===== config.mk =====
export PLATFORM = sky130hd
export DESIGN_NAME = booth_mul_seq
export DESIGN_NICKNAME = d
export VERILOG_FILES = /design/src/rtl/booth_pkg.sv /design/src/rtl/booth_step.sv /design/src/rtl/booth_mul_seq.sv
export SDC_FILE = /design/constraint.sdc
export NUM_CORES = 1
export LEC_CHECK = 0
export BUFFER_PORTS_ARGS = -buffer_cell sky130_fd_sc_hd__buf_2
export CAP_MARGIN = 10
export CORE_UTILIZATION = 64
export CTS_BUF_LIST = sky130_fd_sc_hd__clkbuf_2
export DETAILED_ROUTE_END_ITERATION = 7
export PLACE_DENSITY = 0.86
export SYNTH_ARGS = -nofsm -noshare
export SYNTH_HDL_FRONTEND = slang
export SYNTH_SLANG_ARGS = --single-unit

===== constraint.sdc =====
create_clock -name clk -period 9.32 [get_ports clk]
set_input_delay 2.33 -clock clk [delete_from_list [all_inputs] [get_ports clk]]
set_output_delay 2.33 -clock clk [all_outputs]
set_load 0.01 [all_outputs]

===== src/rtl/booth_pkg.sv =====
`default_nettype none
// booth_pkg: shared types for the sequential radix-2 Booth multiplier.
package booth_pkg;

  localparam int DEFAULT_WIDTH = 16;

  typedef enum logic [1:0] {
    IDLE = 2'd0,
    RUN  = 2'd1,
    DONE = 2'd2
  } state_t;

  typedef enum logic [1:0] {
    OP_NOP = 2'b00,
    OP_ADD = 2'b01,
    OP_SUB = 2'b10
  } booth_op_t;

  function automatic booth_op_t booth_decode(input logic q_lsb, input logic q_prev);
    case ({q_lsb, q_prev})
      2'b10:   return OP_SUB;
      2'b01:   return OP_ADD;
      default: return OP_NOP;
    endcase
  endfunction

endpackage
`default_nettype wire


===== src/rtl/booth_step.sv =====
`default_nettype none
// booth_step: one Booth add/subtract followed by an arithmetic right shift of {acc, q, q0}.
module booth_step
  import booth_pkg::*;
#(
  parameter int WIDTH = DEFAULT_WIDTH
) (
  input  logic [WIDTH:0] acc,
  input  logic [WIDTH:0] q,
  input  logic           q0,
  input  logic [WIDTH:0] mcand,
  output logic [WIDTH:0] acc_next,
  output logic [WIDTH:0] q_next,
  output logic           q0_next
);

  booth_op_t      op;
  logic [WIDTH:0] sum;

  always_comb begin
    op  = booth_decode(q[0], q0);
    sum = acc;
    case (op)
      OP_ADD:  sum = acc + mcand;
      OP_SUB:  sum = acc - mcand;
      default: sum = acc;
    endcase
    // Carry-out is dropped; the shifted-in bit is the sum's own sign.
    acc_next = {sum[WIDTH], sum[WIDTH:1]};
    q_next   = {sum[0], q[WIDTH:1]};
    q0_next  = q[0];
  end

endmodule
`default_nettype wire


===== src/rtl/booth_mul_seq.sv =====
`default_nettype none
// booth_mul_seq: sequential radix-2 Booth multiplier, signed or unsigned,
// one Booth step per cycle over WIDTH+1 extended operand bits.
module booth_mul_seq
  import booth_pkg::*;
#(
  parameter int WIDTH = DEFAULT_WIDTH
) (
  input  logic               clk,
  input  logic               rst_n,
  input  logic               start,
  input  logic               signed_mode,
  input  logic [WIDTH-1:0]   a,
  input  logic [WIDTH-1:0]   b,
  output logic               busy,
  output logic               done,
  output logic [2*WIDTH-1:0] p
);

  localparam int CW = $clog2(WIDTH + 2);
  localparam logic [CW-1:0] LAST = CW'(WIDTH);

  state_t         state, state_next;
  logic           accept;
  logic [WIDTH:0] acc, q, mcand;
  logic           q0;
  logic [CW-1:0]  cnt;

  logic [WIDTH:0] a_ext, b_ext;
  logic [WIDTH:0] acc_next, q_next;
  logic           q0_next;

  assign a_ext = {signed_mode & a[WIDTH-1], a};
  assign b_ext = {signed_mode & b[WIDTH-1], b};

  booth_step #(.WIDTH(WIDTH)) u_step (
    .acc      (acc),
    .q        (q),
    .q0       (q0),
    .mcand    (mcand),
    .acc_next (acc_next),
    .q_next   (q_next),
    .q0_next  (q0_next)
  );

  always_ff @(posedge clk or negedge rst_n) begin
    if (!rst_n) state <= IDLE;
    else        state <= state_next;
  end

  always_comb begin
    state_next = state;
    accept     = 1'b0;
    busy       = 1'b0;
    done       = 1'b0;
    case (state)
      IDLE: begin
        if (start) begin
          accept     = 1'b1;
          state_next = RUN;
        end
      end
      RUN: begin
        busy = 1'b1;
        if (cnt == LAST) state_next = DONE;
      end
      DONE: begin
        done = 1'b1;
        if (start) begin
          accept     = 1'b1;
          state_next = RUN;
        end else begin
          state_next = IDLE;
        end
      end
      default: state_next = IDLE;
    endcase
  end

  always_ff @(posedge clk or negedge rst_n) begin
    if (!rst_n) begin
      acc   <= '0;
      q     <= '0;
      q0    <= 1'b0;
      mcand <= '0;
      cnt   <= '0;
      p     <= '0;
    end else if (accept) begin
      acc   <= '0;
      q     <= b_ext;
      q0    <= 1'b0;
      mcand <= a_ext;
      cnt   <= '0;
    end else if (state == RUN) begin
      acc <= acc_next;
      q   <= q_next;
      q0  <= q0_next;
      cnt <= cnt + 1'b1;
      // Low 2*WIDTH bits of {acc, q} hold the exact product for W-bit operands.
      if (cnt == LAST) p <= {acc_next[WIDTH-2:0], q_next};
    end
  end

endmodule
`default_nettype wire


Yosys cells after proc, flatten, opt, wreduce, memory -nomap -nowiden

Cells that the tools add are included.
W data, S select, Z words.

Bits in registers: 91
Bits of input ports: 36
Output and inout bits: 34
Word-level logic and storage cells: 45

Add/sub/neg operators: 3
Eq/ne operators: 9
Muxes and demuxes: 18
Bitwise operators: 3
Reduce and logical (&&, ||, !) cells: 5

Operators by type and width:

| kind                  | count |
|---|---|
| $mux W17              | 4 |
| $pmux W17 S2          | 1 |
| $add A17 B17 Y17      | 1 |
| $sub A17 B17 Y17      | 1 |
| $mux W5               | 2 |
| $mux W1               | 7 |
| $eq A2 B1 Y1 const B  | 3 |
| $eq A2 B2 Y1 const B  | 3 |
| $pmux W2 S3           | 1 |
| $add A5 B1 Y5 const B | 1 |
| $eq A5 B5 Y1 const B  | 1 |
| $mux W2               | 2 |
| $pmux W2 S2           | 1 |
| $reduce_and A3 Y1     | 1 |
| $and A1 B1 Y1         | 2 |
| $logic_not A2 Y1      | 1 |
| $ne A2 B1 Y1 const B  | 1 |
| $ne A2 B2 Y1 const B  | 1 |
| $reduce_and A2 Y1     | 1 |
| $reduce_bool A2 Y1    | 1 |
| $reduce_or A2 Y1      | 1 |
| $not A1 Y1            | 1 |

Logic depth before layout (Yosys ltp)

Depth in word-level cells: 6
Depth in mapped cells: 14
Depth with buffers taken out: 14

By module

From an unflattened synthesis, not the netlist that was laid out.

Cell total of the unflattened synthesis: 517
Area, all modules: 5200.0 um^2

By module, submodules not included:

| module        | times used | cells an instance | area an instance (um^2) | seq. area each (um^2) |
|---|---|---|---|---|
| booth_mul_seq | 1          | 289               | 3664.8                  | 2277.2 |
| booth_step    | 1          | 228               | 1535.2                  | 0.0 |

Worst setup path before layout

OpenSTA, ideal clock, no wires.

Path kind: register to output
From: register state[1]
To: output port busy
Arrival time: 1.300 ns
Required time: 6.990 ns
Path slack: 5.690 ns
Stages on the path, launching flop included: 6
Buffers on the path: 3
Path through: dfrtp_1 nand2b_1 buf_2 inv_2 clkbuf_1 buf_1

Word-level cells in the longest chain between the ends: 2

RTL lines:

| element                | line                | source |
|---|---|---|
| start, declared        | booth_mul_seq.sv:23 | `state_t state, state_next;` |
| start signal, assigned | booth_mul_seq.sv:48 | `else state <= state_next;` |
| $eq A2 B1 Y1           | booth_mul_seq.sv:56 | `case (state)` |
| $mux W1                | booth_mul_seq.sv:56 |  |
| end, declared          | booth_mul_seq.sv:15 | `output logic busy,` |

Every way passes these cells.

Final worst setup path

From: register state[0]
To: output port busy

Same word-level chain as after synthesis.

==> results.md <==
- Outcome: finished, final reports clean
- Largest cells by area after synthesis: sky130_fd_sc_hd__dfrtp_1, sky130_fd_sc_hd__nand2_1, sky130_fd_sc_hd__ha_1
- Number of buffers inserted by hold repair at cts: 0
- Final GP Congestion: 0.904
- Tightest Pin Transition: around 1100 ps
- Die outline area: 7840 um^2
- Post-place setup slack: 5070 ps
- Leading cell type by number of instances after synthesis: sky130_fd_sc_hd__nand2_1
- Count of max-cap constraint violations: 0
- Area share of the leading cell type in the synthesized netlist: 47.0%
- Number of levels in the clock H-tree: 3
- Worst-case register-to-register setup slack: 5970 ps
- Number of antenna violations at the first check in global routing: 0
- Primary FF master, synth: sky130_fd_sc_hd__dfrtp_1
- Final TNS setup: 0 ps
- DRT Pass-1 Iters: 5
- Drc violations: 0
- Post-Synthesis Cell Area: 4790 um^2
- Post-synthesis area per instance: 8.81 um^2
- Required @ worst endpoint: approximately 7000 ps
- Fin. Hold Viols: 0
- Overflow after GRT: 0
- Yosys cell types: 55
- Unrepaired setup endpoints after global routing: no
- DR WL/cell: about 16 um
- Hold Crit Depth: 2
- Post-route setup slack: between 4000 and 5000 ps
- Final number of setup-violating endpoints: 0
- Placeable core area: 7250 um^2
- Maximum clock frequency: 205 MHz
- Hold WC Path Type: reg -> reg
- Data arrival, critical path: 2540 ps
- Largest area contributor in the synthesized netlist: sky130_fd_sc_hd__dfrtp_1
- Detailed Route Iter0 Violations: 263
- Startpoint of the lowest-slack register-to-register path: q0$_DFFE_PN0P_
- Minimum period implied by the final worst setup slack: around 5000 ps
- Post-DRT Antenna Nets: 0
- DR vias: 4098
- Worst Path Max Fanout: 31
- PostCTS Resize Cnt: 0
- YS warnings: 0
- GR Util All Layers: 29.7%
- Mapped Cells: ~540
- Share of synthesized area occupied by flip-flops and latches: 47.0%
- Synthesized Nets: roughly 600
- Startpoint type of the worst setup path: flip-flop
- Layout area overhead: 10.7%
- Routed vias/inst: 5.82
- Max Transition Viols Final: 0
- CTS tree: done
- Worst clock skew: 30.2 ps
- Initial core utilization: 66.1%
- Worst reg2reg endpoint: acc[9]$_DFFE_PN0P_
- Worst Setup EP: busy
- Headroom to the max-slew limit: 26.9%
- Global-route wire length before repair: approximately 18 mm
- Post-route fraction of the period consumed by the critical path: 52.3%
- Buffers from clock root to sink, at most: 2
- Worst Reg2Reg Path Length in Cells: 11
- Final HPWL DP: ~8 mm
- Number of buffers added for setup after CTS: 0
- Kind of end point of the critical path: output pin
- Core Rows: 31
- Placed instance area: just over 5000 um^2
- EDFF count, synth: 0
- Root Buffer: sky130_fd_sc_hd__clkbuf_2
- Flip-flop and latch count after synthesis: 90
- Worst min-delay path startpoint: p[5]$_DFFE_PN0P_
- Total wirelength of the detailed-routed design: 11.0 mm
- Top post-synthesis cells by count: sky130_fd_sc_hd__nand2_1, sky130_fd_sc_hd__dfrtp_1, sky130_fd_sc_hd__nor2_1
- Ratio of cells with drive above 1 in the final layout: 17.2%
- Critical Path Source: state[0]$_DFFE_PN0P_
- Count of clock tree sinks: 90
- Clock input transition at the sequential cells of the worst setup and hold paths: 240 ps
- Type of the worst setup path: reg -> out
- PortBufs: 69
- Via count of the first global-routing pass: 3683
- Number of clock buffers inserted by TritonCTS: 9
- Die X: 88.5 um
- Number of nets at the end of the flow: about 660
- Count of fill cells added during filler insertion: 565
- Chip height: approximately 89 um
- Number of diodes: 0
- Cell area after layout: 5300 um^2
- Num ports: 70
- Fraction of registers with async set/reset: between 90% and 100%
- Source-to-sink clock delay at the later pin of the worst-skew pair: 550 ps
- Maximum number of pins on one net before global-route repair: 91
## layout make-up
cell class              count  area (um^2)  share of cell area, %
multi-input cells         415         2390                   45.1
flip-flops and latches     90         2250                   42.5
repair buffers             73          378                   7.12
well taps                  99          124                   2.34
clock inverters             6         67.6                   1.27
clock buffers               9         45.0                  0.849
inverters                  12         45.0                  0.849
## metrics by stage
step                      cells  util, %  hold WS (ps)
final                       704     73.1           500
after global routing        704     73.1           530
after CTS                   704     73.1           505
after detailed placement    689     71.6           457
after global placement      689     71.6           452
after floorplan             544        -           449
## how the worst min path moves through the flow
stage          slack, ps            endpoint
3_3_place_gp         450    p[4]$_DFFE_PN0P_
3_5_place_dp         460    p[9]$_DFFE_PN0P_
5_1_grt              530    p[6]$_DFFE_PN0P_
2_1_floorplan        450  cnt[4]$_DFFE_PN0P_
4_1_cts              510    p[5]$_DFFE_PN0P_
6_report             500    p[5]$_DFFE_PN0P_
## cells by family after synthesis
family                     Yosys count  share of synthesized area, %
and+or+nand+nor                    244                          21.8
AOI/OAI and AO/OA                  112                          14.9
DFF                                 90                          47.0
buffers and inverters               39                          3.16
xor gates and xnor gates            24                          4.39
adders and majority gates           21                          5.64
muxes                               14                          3.16
## critical path, cell delays in order (launching register included)
cell and delay, ps:
sky130_fd_sc_hd__dfrtp_1 460, sky130_fd_sc_hd__nand2b_1 740, sky130_fd_sc_hd__inv_2 510, sky130_fd_sc_hd__buf_2 280
## flip-flops by register name, indices dropped and copies added (netlist names)
signal  count
mcand      17
cnt         5
q          17
p          32
acc        16
state       2
q0          1
## cell usage in the layout, fill, tap and decap left out, types with 10 or more instances in the layout
master                    synthesis  layout
sky130_fd_sc_hd__a21oi_1         21      21
sky130_fd_sc_hd__a31oi_1         15      15
sky130_fd_sc_hd__buf_2            4      68
sky130_fd_sc_hd__dfrtp_1         90      90
sky130_fd_sc_hd__ha_1            20      20
sky130_fd_sc_hd__inv_1           10      10
sky130_fd_sc_hd__nand2_1        155     155
sky130_fd_sc_hd__nand3_1         13      13
sky130_fd_sc_hd__nor2_1          33      33
sky130_fd_sc_hd__nor3_1          11      11
sky130_fd_sc_hd__o21ai_0         28      28
sky130_fd_sc_hd__xnor2_1         21      21
## layer usage
metal / wire [um] / share of wire (%) / vias up / global-route usage [%]
li1: - / - / 1987 / -
met1: 5010 / 46 / 1959 / 41.7
met2: 5220 / 48 / 136 / 48.3
met3: 515 / 4.7 / 16 / 3.73
met4: 213 / 1.9 / 0 / 9.68
met5: 0 / 0 / - / 0
Power is left out: the tool's default activity adds up to more than one toggle a clock period on the data nets, which glitch-free logic cannot reach.
